`config.mk`:
```
export PLATFORM = sky130hd
export DESIGN_NAME = seven_seg_mux_driver
export DESIGN_NICKNAME = d
export VERILOG_FILES = /design/src/rtl/seven_seg_mux_driver.sv
export SDC_FILE = /design/constraint.sdc
export NUM_CORES = 1
export LEC_CHECK = 0
export ABC_AREA = 1
export BUFFER_PORTS_ARGS = -buffer_cell sky130_fd_sc_hd__clkbuf_2
export CORE_MARGIN = 3
export CORE_UTILIZATION = 50
export CTS_BUF_LIST = sky130_fd_sc_hd__clkbuf_4 sky130_fd_sc_hd__clkbuf_8
export DETAILED_ROUTE_END_ITERATION = 8
export PLACE_DENSITY = 0.69
export SYNTH_ARGS = -nofsm -noshare
export SYNTH_HDL_FRONTEND = slang
export SYNTH_SLANG_ARGS = --single-unit
```
`constraint.sdc`:
```
create_clock -name clk -period 3.1 [get_ports clk]
set_clock_uncertainty 0.1 [all_clocks]
set_input_delay 0.465 -clock clk [delete_from_list [all_inputs] [get_ports clk]]
set_output_delay 0.465 -clock clk [all_outputs]
set_load 0.02 [all_outputs]
```
`src/rtl/seven_seg_mux_driver.sv`:
```
// Time-multiplexed 7-segment display driver with blanking gaps,
// leading-zero suppression and frame-synchronous double buffering.
module seven_seg_mux_driver #(
    parameter int DIGITS       = 4,
    parameter int REFRESH_DIV  = 50000,
    parameter int BLANK_CYCLES = 2,
    parameter int SEG_ACT_LOW  = 1,
    parameter int DIG_ACT_LOW  = 1,
    parameter int BLANK_LZ     = 1
) (
    input  logic                  clk,
    input  logic                  rst,
    input  logic                  en,
    input  logic                  load,
    input  logic [4*DIGITS-1:0]   value,
    input  logic [DIGITS-1:0]     dp,
    output logic [7:0]            seg,
    output logic [DIGITS-1:0]     an,
    output logic                  frame_done
);

    localparam int CMAX = (REFRESH_DIV > BLANK_CYCLES) ? REFRESH_DIV : BLANK_CYCLES;
    localparam int CW   = (CMAX > 1) ? $clog2(CMAX) : 1;
    localparam int IW   = (DIGITS > 1) ? $clog2(DIGITS) : 1;
    localparam int BW   = 5 * DIGITS;

    localparam logic [1:0] S_IDLE  = 2'd0;
    localparam logic [1:0] S_BLANK = 2'd1;
    localparam logic [1:0] S_SHOW  = 2'd2;

    localparam logic [CW-1:0] SHOW_LAST  = CW'(REFRESH_DIV - 1);
    localparam logic [CW-1:0] BLANK_LAST = CW'(BLANK_CYCLES - 1);
    localparam logic [IW-1:0] IDX_LAST   = IW'(DIGITS - 1);

    localparam logic [7:0]        SEG_OFF = (SEG_ACT_LOW != 0) ? 8'hFF : 8'h00;
    localparam logic [DIGITS-1:0] AN_OFF  = (DIG_ACT_LOW != 0) ? {DIGITS{1'b1}} : {DIGITS{1'b0}};

    // Buffers hold {value, dp}: dp in the low DIGITS bits, nibbles above.
    logic [1:0]        state, state_n;
    logic [IW-1:0]     idx, idx_n;
    logic [CW-1:0]     cnt, cnt_n;
    logic [BW-1:0]     disp, disp_n;
    logic [BW-1:0]     pend, pend_n;
    logic              pend_vld, pend_vld_n;
    logic              fd_n;
    logic              take;
    logic [BW-1:0]     live;

    logic [DIGITS-1:0] lz;
    logic [DIGITS-1:0] disp_dp;
    logic [3:0]        nib;
    logic [6:0]        segs;
    logic              lit;
    logic [7:0]        seg_raw;
    logic [DIGITS-1:0] an_raw;
    logic [7:0]        seg_d;
    logic [DIGITS-1:0] an_d;

    function automatic logic [6:0] hex7(input logic [3:0] n);
        logic [6:0] r;
        case (n)
            4'h0: r = 7'h3F;
            4'h1: r = 7'h06;
            4'h2: r = 7'h5B;
            4'h3: r = 7'h4F;
            4'h4: r = 7'h66;
            4'h5: r = 7'h6D;
            4'h6: r = 7'h7D;
            4'h7: r = 7'h07;
            4'h8: r = 7'h7F;
            4'h9: r = 7'h6F;
            4'hA: r = 7'h77;
            4'hB: r = 7'h7C;
            4'hC: r = 7'h39;
            4'hD: r = 7'h5E;
            4'hE: r = 7'h79;
            default: r = 7'h71;
        endcase
        return r;
    endfunction

    assign live = {value, dp};

    // Scan sequencing, load capture and frame-boundary buffer swap.
    always_comb begin
        state_n    = state;
        idx_n      = idx;
        cnt_n      = cnt;
        disp_n     = disp;
        pend_n     = pend;
        pend_vld_n = pend_vld;
        fd_n       = 1'b0;
        take       = 1'b0;

        if (load) begin
            pend_n     = live;
            pend_vld_n = 1'b1;
        end

        if (!en) begin
            state_n = S_IDLE;
            idx_n   = '0;
            cnt_n   = '0;
        end else begin
            case (state)
                S_IDLE: begin
                    idx_n   = '0;
                    cnt_n   = '0;
                    state_n = (BLANK_CYCLES == 0) ? S_SHOW : S_BLANK;
                    take    = 1'b1;
                end
                S_BLANK: begin
                    if (cnt == BLANK_LAST) begin
                        cnt_n   = '0;
                        state_n = S_SHOW;
                    end else begin
                        cnt_n = cnt + 1'b1;
                    end
                end
                S_SHOW: begin
                    if (cnt == SHOW_LAST) begin
                        cnt_n   = '0;
                        state_n = (BLANK_CYCLES == 0) ? S_SHOW : S_BLANK;
                        if (idx == IDX_LAST) begin
                            idx_n = '0;
                            fd_n  = 1'b1;
                            take  = 1'b1;
                        end else begin
                            idx_n = idx + 1'b1;
                        end
                    end else begin
                        cnt_n = cnt + 1'b1;
                    end
                end
                default: begin
                    state_n = S_IDLE;
                    idx_n   = '0;
                    cnt_n   = '0;
                end
            endcase
        end

        // A same-cycle load wins over an older pending value.
        if (take) begin
            if (load) begin
                disp_n     = live;
                pend_vld_n = 1'b0;
            end else if (pend_vld) begin
                disp_n     = pend;
                pend_vld_n = 1'b0;
            end
        end
    end

    // Next-cycle pad levels, derived from next state so outputs track state with no lag.
    always_comb begin
        lz = '0;
        lz[DIGITS-1] = (disp_n[BW-1 -: 4] == 4'h0);
        for (int i = DIGITS - 2; i >= 0; i--) begin
            lz[i] = lz[i+1] & (disp_n[DIGITS + 4*i +: 4] == 4'h0);
        end
        disp_dp = disp_n[DIGITS-1:0];
        nib     = disp_n[DIGITS + 4*int'(idx_n) +: 4];
        segs    = hex7(nib);
        if (BLANK_LZ != 0 && idx_n != '0 && lz[idx_n]) begin
            segs = 7'h00;
        end
        lit     = (state_n == S_SHOW);
        seg_raw = lit ? {disp_dp[idx_n], segs} : 8'h00;
        an_raw  = lit ? (DIGITS'(1) << idx_n) : '0;
        seg_d   = (SEG_ACT_LOW != 0) ? ~seg_raw : seg_raw;
        an_d    = (DIG_ACT_LOW != 0) ? ~an_raw : an_raw;
    end

    // State, buffers and registered outputs.
    always_ff @(posedge clk) begin
        if (rst) begin
            state      <= S_IDLE;
            idx        <= '0;
            cnt        <= '0;
            disp       <= '0;
            pend       <= '0;
            pend_vld   <= 1'b0;
            seg        <= SEG_OFF;
            an         <= AN_OFF;
            frame_done <= 1'b0;
        end else begin
            state      <= state_n;
            idx        <= idx_n;
            cnt        <= cnt_n;
            disp       <= disp_n;
            pend       <= pend_n;
            pend_vld   <= pend_vld_n;
            seg        <= seg_d;
            an         <= an_d;
            frame_done <= fd_n;
        end
    end

endmodule
```
==> flow_summary_export.csv, run 1 <==
group,metric,value,unit
outcome,status,"finished, final reports clean",
setup_path,setup.worst_path.end_class,"flop",
clock_tree,cts_buffer_depth,2,
min_path,hp-class,"in -> reg",
setup_path,critPathKind,"reg -> reg",
yosys,synth_nets,606,
yosys,synth_area,3949,um^2
clock_tree,clock_latency,350,ps
drt,routed_wirelength,8688,um
drt,vias,3587,
drt,vias_per_cell,5.066,
finish,diodes,0,
floorplan,die_area,9000,um^2
yosys,synth_warnings,0,
grt,grt_max_degree,44,
drt,wirelength_met1,4153,um
drt,antenna_left,0,
clock_tree,clk_pin_slew,70,ps
floorplan,die_h,94.87,um
placement,dp_hpwl,6494,um
drt,wl_met3,315,um
placement,routabilityCongestion,0.9328,
drt,top_layer,"met4",
timing,setup_violations,0,
timing,fin_crit_sh,88.57,%
setup_path,worstPathRequired,3240,ps
setup_path,critPathMaxFanout,21,
yosys,synthCells,569,
finish,finish.utilization,59.76,%
floorplan,die_w,94.87,um
job,drv_cap,0,
timing,hold_viol,0,
placement,port_buffers,36,
clock_tree,cts_tree,"yes",
timing,fmax,0.3642,GHz
drt,first_pass_iters,4,
grt,grt_overflow_total,0,
clock_tree,cts_root_buf,"clkbuf_8",
finish,syn_to_final_growth,12.71,%
timing,drv_slew,0,
timing,period_needed,2746,ps
yosys,yosysSeqAreaShare,37.52,%
grt,grt_usage,20.82,%
finish,drive_gt1_share,18.56,%
yosys,avgSynthCellArea,6.940,um^2
finish,finalNetCount,641,
grt,grt_first_pass_wirelength,15020,um
pwr,power.density,475.0,nW/um^2
setup_path,rr_worst_depth,18,
setup_path,cp.arrival,2880,ps
setup_path,startpoint_type,"flop",
pwr,p_leak,1.991,nW
drt,drc,0,
clock_tree,h-tree-depth,3,
drt,wl_per_cell,12.27,um
yosys,ys_types,38,
pwr,ir_drop,0.2444,mV
timing,maxSlewHeadroom,59.42,%
drt,dr_wl_met2,4055,um
timing,rsz0062_at_grt,"no",
grt,antenna_found_initial,0,
yosys,ys_seq_elements,74,
drt,drt-initial-drc-count,157,
clock_tree,cts_buffers,9,
timing,worst_slew_pin_slew,607.0,ps
floorplan,start_util,53.02,%
timing,tns,0,ps
floorplan,rows,31,
floorplan,ios,37,
min_path,hold-path-cell-count,2,
floorplan,core-area,7447,um^2
grt,grt_pass1_vias,3388,
clock_tree,clkSinkCount,74,
finish,fill_cells,754,
[metal layers]
layer / GRT usage [%] / up-vias
li1: - / 1885
met2: 35.06 / 57
met1: 26.41 / 1633
met5: 0 / -
met4: 7.212 / 0
met3: 4.223 / 12
[metrics by stage]
stage | cell area (um^2) | setup slack (ps) | hold WS [ps] | power, mW | cells
floorplan | 3949 | 664.7 | 333.2 | 1.202 | 569
global placement | 4204 | 408.8 | 347.4 | 1.257 | 692
detailed placement | 4204 | 314.5 | 354.4 | 1.262 | 692
CTS | 4442 | 296.8 | 230.1 | 2.132 | 708
global route | 4451 | 38.99 | 257.9 | 2.215 | 708
finish | 4451 | 354.3 | 242.6 | 2.114 | 708
[critical path, cell delays in order (launching register included)]
cell and delay [ps]:
dfxtp_1 380, ha_1 210, nand3_2 130, nor2_4 180, nand3_2 120, nand2_4 200
nand2_8 160, nand2_1 120, nand2_1 70, nand2_1 60, nand2_1 50, nand2_1 60
nand2_2 100, inv_1 130, ha_1 280, nand2_4 90, nor2_2 30, nor2_1 90
nand2_1 50
[final timing paths]
path	start	endpoint	slack (ps)
max	cnt[0]$_SDFF_PP0_	seg[1]$_SDFF_PP1_	350
min	rst	state[0]$_SDFF_PP0_	240
min reg2reg	pend[19]$_SDFFE_PP0P_	pend[19]$_SDFFE_PP0P_	360
max reg2reg	cnt[0]$_SDFF_PP0_	seg[1]$_SDFF_PP1_	350
[cell families after synthesis]
group	synth area share (%)
mux	1.014
compound gates	9.601
fa+ha+maj	4.119
xor+xnor	1.553
simple gates	37.29
buf+inv	8.903
flops	37.52
[where the power goes]
group          switching [mW]  leakage [nW]  internal [mW]
Combinational           0.160          1.27         0.0884
Sequential             0.0165         0.603          0.979
Clock                   0.352         0.119          0.518
Total                   0.528          1.99           1.59
[sequential cells by signal, summed over array words and instances, names as in the netlist]
register	flops
cnt	16
pend	20
state	2
an	4
disp	20
idx	2
pend_vld	1
seg	8
frame_done	1
[synth_stat cells]
master,n,area [um^2]
a211oi_1,1,7.510
a21boi_0,1,7.510
a21oi_1,37,185.2
a31oi_1,1,6.260
and3_1,2,12.51
buf_1,1,3.750
buf_2,3,15.01
buf_6,4,45.04
clkbuf_1,12,45.04
clkinv_1,2,7.510
dfxtp_1,74,1481
ha_1,13,162.7
inv_1,56,210.2
inv_2,5,18.77
inv_4,1,6.260
mux2i_1,4,40.04
nand2_1,150,563.0
nand2_2,24,150.1
nand2_4,7,78.83
nand3_1,55,275.3
nand3_2,2,20.02
nand3b_1,2,15.01
nand4_1,4,25.02
nor2_1,48,180.2
nor2_2,9,56.30
nor2_4,2,22.52
nor3_1,5,25.02
nor3_2,1,10.01
nor3b_1,1,7.510
nor3b_2,1,12.51
nor4_1,2,12.51
o21a_1,1,7.510
o21ai_0,24,120.1
o22ai_1,3,18.77
o32ai_1,3,26.28
or2_2,1,6.260
xnor2_1,1,8.760
xor2_1,6,52.55
[placed cells by master (no fill, tap or decap), types with 3 or more instances in the layout]
cell	Yosys	final
a21oi_1	37	37
buf_4	0	8
clkbuf_2	0	36
clkbuf_8	0	12
dfxtp_1	74	74
ha_1	13	13
inv_1	56	56
inv_2	5	5
mux2i_1	4	4
nand2_1	150	150
nand2_2	24	24
nand2_4	7	6
nand3_1	55	55
nand4_1	4	4
nor2_1	48	48
nor2_2	9	9
nor3_1	5	5
o21ai_0	24	24
o22ai_1	3	3
o32ai_1	3	3
xor2_1	6	6
[layout make-up]
type	count	area [um^2]	area share, %
Multi-Input combinational cell	411	2125	47.74
Clock buffer	12	165.2	3.711
Tap cell	99	123.9	2.783
Clock inverter	4	72.57	1.631
Sequential cell	74	1481	33.29
Timing Repair Buffer	44	240.2	5.398
Inverter	64	242.7	5.454
[timing repair]
| action | in CTS | in global routing |
|---|---|---|
| setup endpoints to repair | 0 | 2 |
| hold buffers | 0 | 0 |
| hold endpoints to repair | 0 | 0 |
| buffers inserted | 0 | 0 |
| gates resized for setup | 0 | 1 |
Power figures use the tool's default switching activity.
==> run 2, diff against run 1 <==
--- a/config.mk
+++ b/config.mk
@@ -6,5 +6,4 @@
 export NUM_CORES = 1
 export LEC_CHECK = 0
-export ABC_AREA = 1
 export BUFFER_PORTS_ARGS = -buffer_cell sky130_fd_sc_hd__clkbuf_2
 export CORE_MARGIN = 3
==> constraint.sdc (replaced) <==
create_clock -name clk -period 3.1 [get_ports clk]
set_clock_uncertainty 0.1 [all_clocks]
set_input_delay 0.155 -clock clk [delete_from_list [all_inputs] [get_ports clk]]
set_output_delay 0.155 -clock clk [all_outputs]
set_load 0.02 [all_outputs]
==> flow_summary_export.csv, run 2 <==
group,metric,value,unit
yosys,yosysSeqAreaShare,39.91,%
placement,routabilityCongestion,0.8648,
setup_path,cpLargestDelayFamily,"compound AO/OA/AOI/OAI gates",
timing,period_needed,3451,ps
setup_path,crit_start,"cnt[13]$_SDFF_PP0_",
grt,grt_overflow_total,0,
drt,antenna_left,0,
setup_path,crit_chain,"or4_4, or4_4, o32a_4, a221oi_4, o22ai_2, a31oi_4, inv_2, ha_4, buf_4, mux2i_1, o211ai_1",
yosys,synthCells,424,
setup_path,reg2reg_slack,-350,ps
floorplan,die_area,8494,um^2
grt,grt_first_pass_wirelength,16730,um
timing,fmax,0.2897,GHz
outcome,violations,"negative setup slack",
yosys,synth_top_area_cell,"dfxtp_1",
setup_path,startpoint_type,"flop",
setup_path,rr_worst_depth,11,
setup_path,critPathKind,"reg -> reg",
clock_tree,cts_root_buf,"clkbuf_8",
drt,vias,3713,
setup_path,cp.depth,11,
clock_tree,clk_pin_slew,70,ps
floorplan,ios,37,
grt,antenna_found_initial,0,
placement,port_buffers,36,
clock_tree,clkSinkCount,74,
finish,drive_gt1_share,31.96,%
min_path,holdPathEnd,"pend[13]$_SDFFE_PP0P_",
timing,maxSlewHeadroom,62.96,%
finish,finalNetCount,591,
timing,setup_violations,7,
drt,first_pass_iters,6,
floorplan,core-area,6982,um^2
placement,place_ws,-384.7,ps
finish,final_common_cell,"nor2_1",
clock_tree,h-tree-depth,3,
timing,drv_slew,0,
yosys,synth_ff_type,"dfxtp_1",
setup_path,critPathMaxFanout,6,
setup_path,r2r_start,"cnt[13]$_SDFF_PP0_",
finish,finish.utilization,76.06,%
min_path,hp-class,"in -> reg",
finish,reg.largest.list,"disp: 20 flops, pend: 20 flops, cnt: 16 flops",
clock_tree,cts_tree,"yes",
yosys,synth-edff-count,0,
yosys,synth_most_common_cell,"nor2_1",
yosys,synth-async-reset-ratio,0,%
min_path,hold-path-cell-count,3,
job,drv_cap,0,
drt,vias_per_cell,5.686,
clock_tree,cts_buffers,9,
drt,drt-initial-drc-count,308,
timing,worst_slew_pin_slew,549.8,ps
finish,syn_to_final_growth,43.04,%
setup_path,cpMostUsedCell,"or4_4",
grt,grt_pass1_vias,3496,
floorplan,die_h,92.17,um
timing,fin_crit_sh,111.3,%
grt,grt_max_degree,48,
grt,grt_usage,24.04,%
setup_path,worstPathRequired,3220,ps
floorplan,start_util,53.17,%
setup_path,cp.arrival,3570,ps
timing,rsz0062_at_grt,"yes",
floorplan,rows,30,
clock_tree,cts_buffer_depth,2,
yosys,synth_area,3712,um^2
yosys,synth.top_cell.area_share,39.91,%
yosys,avgSynthCellArea,8.755,um^2
yosys,ys_types,59,
clock_tree,clock_latency,350,ps
yosys,synth_warnings,0,
timing,whs,104.4,ps
pwr,p_leak,2.164,nW
setup_path,cp_slowest_stage_delay,530,ps
timing,hold_viol,0,
pwr,power.density,400.1,nW/um^2
yosys,yosys-top-cells-area,"dfxtp_1, nor2_1, mux2i_1",
drt,wl_per_cell,16.19,um
finish,diodes,0,
drt,drc,0,
yosys,synthTopCellsByCount,"nor2_1, dfxtp_1, mux2i_1, nand2_1, nor2b_1",
timing,worst_slack,-351.3,ps
min_path,hold_start,"load",
finish,final_cell_mix,"nor2_1, dfxtp_1, buf_4",
drt,routed_wirelength,10570,um
setup_path,crit_slowest_cell,"or4_4",
setup_path,setup.worst_path.end_class,"flop",
setup_path,reg2reg_to,"seg[6]$_SDFF_PP1_",
floorplan,die_w,92.17,um
yosys,synth_nets,461,
placement,dp_hpwl,7012,um
outcome,status,"finished, violations left",
setup_path,crit_buf_inv,2,
pwr,ir_drop,0.3785,mV
yosys,ys_seq_elements,74,
## run 2: through the flow
| stage | power, mW | area, um^2 | cells | setup TNS, ps |
|---|---|---|---|---|
| finish | 2.125 | 5310 | 653 | -2243 |
| global route | 2.210 | 5310 | 653 | -3134 |
| CTS | 2.095 | 5080 | 650 | -1731 |
| detailed placement | 1.325 | 4588 | 611 | -2334 |
| global placement | 1.315 | 4588 | 611 | -1921 |
| floorplan | 1.209 | 3805 | 424 | -1409 |
## run 2: logic make-up (layout without fill, tap and decap cells)
| group | after synthesis | count (layout) | synth area share, % |
|---|---|---|---|
| muxes | 28 | 28 | 7.651 |
| AOI/OAI and AO/OA | 97 | 97 | 19.41 |
| adders and majority gates | 13 | 13 | 4.382 |
| and+or+nand+nor | 166 | 166 | 21.64 |
| buffers and inverters | 32 | 165 | 3.707 |
| xor gates and xnor gates | 14 | 14 | 3.303 |
| DFF | 74 | 74 | 39.91 |
## run 2: worst max path at each step
stage / end / slack [ps]
2_1_floorplan: seg[3]$_SDFF_PP1_ / -330
3_3_place_gp: seg[3]$_SDFF_PP1_ / -350
3_5_place_dp: seg[3]$_SDFF_PP1_ / -380
4_1_cts: seg[1]$_SDFF_PP1_ / -280
5_1_grt: seg[6]$_SDFF_PP1_ / -490
6_report: seg[6]$_SDFF_PP1_ / -350
## run 2: cell type report
cell class	count	area [um^2]
Multi-Input combinational cell	318	2361
Clock inverter	3	40.04
Clock buffer	11	151.4
Tap cell	96	120.1
Inverter	10	37.54
Fill cell	489	1672
Timing Repair Buffer	141	1117
Sequential cell	74	1483
## run 2: worst reg2reg max path: stages, from the launching register on
cell and delay, ps:
dfxtp_2 320, or4_4 530, or4_4 530, o32a_4 450, a221oi_4 340, o22ai_2 130, a31oi_4 280, inv_2 110
ha_4 180, buf_4 130, mux2i_1 140, o211ai_1 90
## run 2: what timing repair did
item	in CTS	in global routing
gates cloned	0	1
hold buffers	21	0
setup buffers	4	4
gates resized for setup	11	39
pin swaps	5	11
endpoints found under the setup margin	7	8
endpoints found under the hold margin	21	0
## run 2: layer usage
layer | global-route usage [%] | wire (um) | up-vias
met2 | 41.12 | 5087 | 155
met4 | 5.941 | 232 | 0
met1 | 31.35 | 4615 | 1751
li1 | - | - | 1782
met5 | 0 | 0 | -
met3 | 4.266 | 636 | 25
## run 2: power breakdown
part	switching (mW)	leakage, nW	total (mW)	internal, mW
Combinational	0.188	1.46	0.378	0.190
Sequential	0.0167	0.604	0.998	0.981
Clock	0.344	0.101	0.748	0.404
Total	0.549	2.16	2.12	1.58
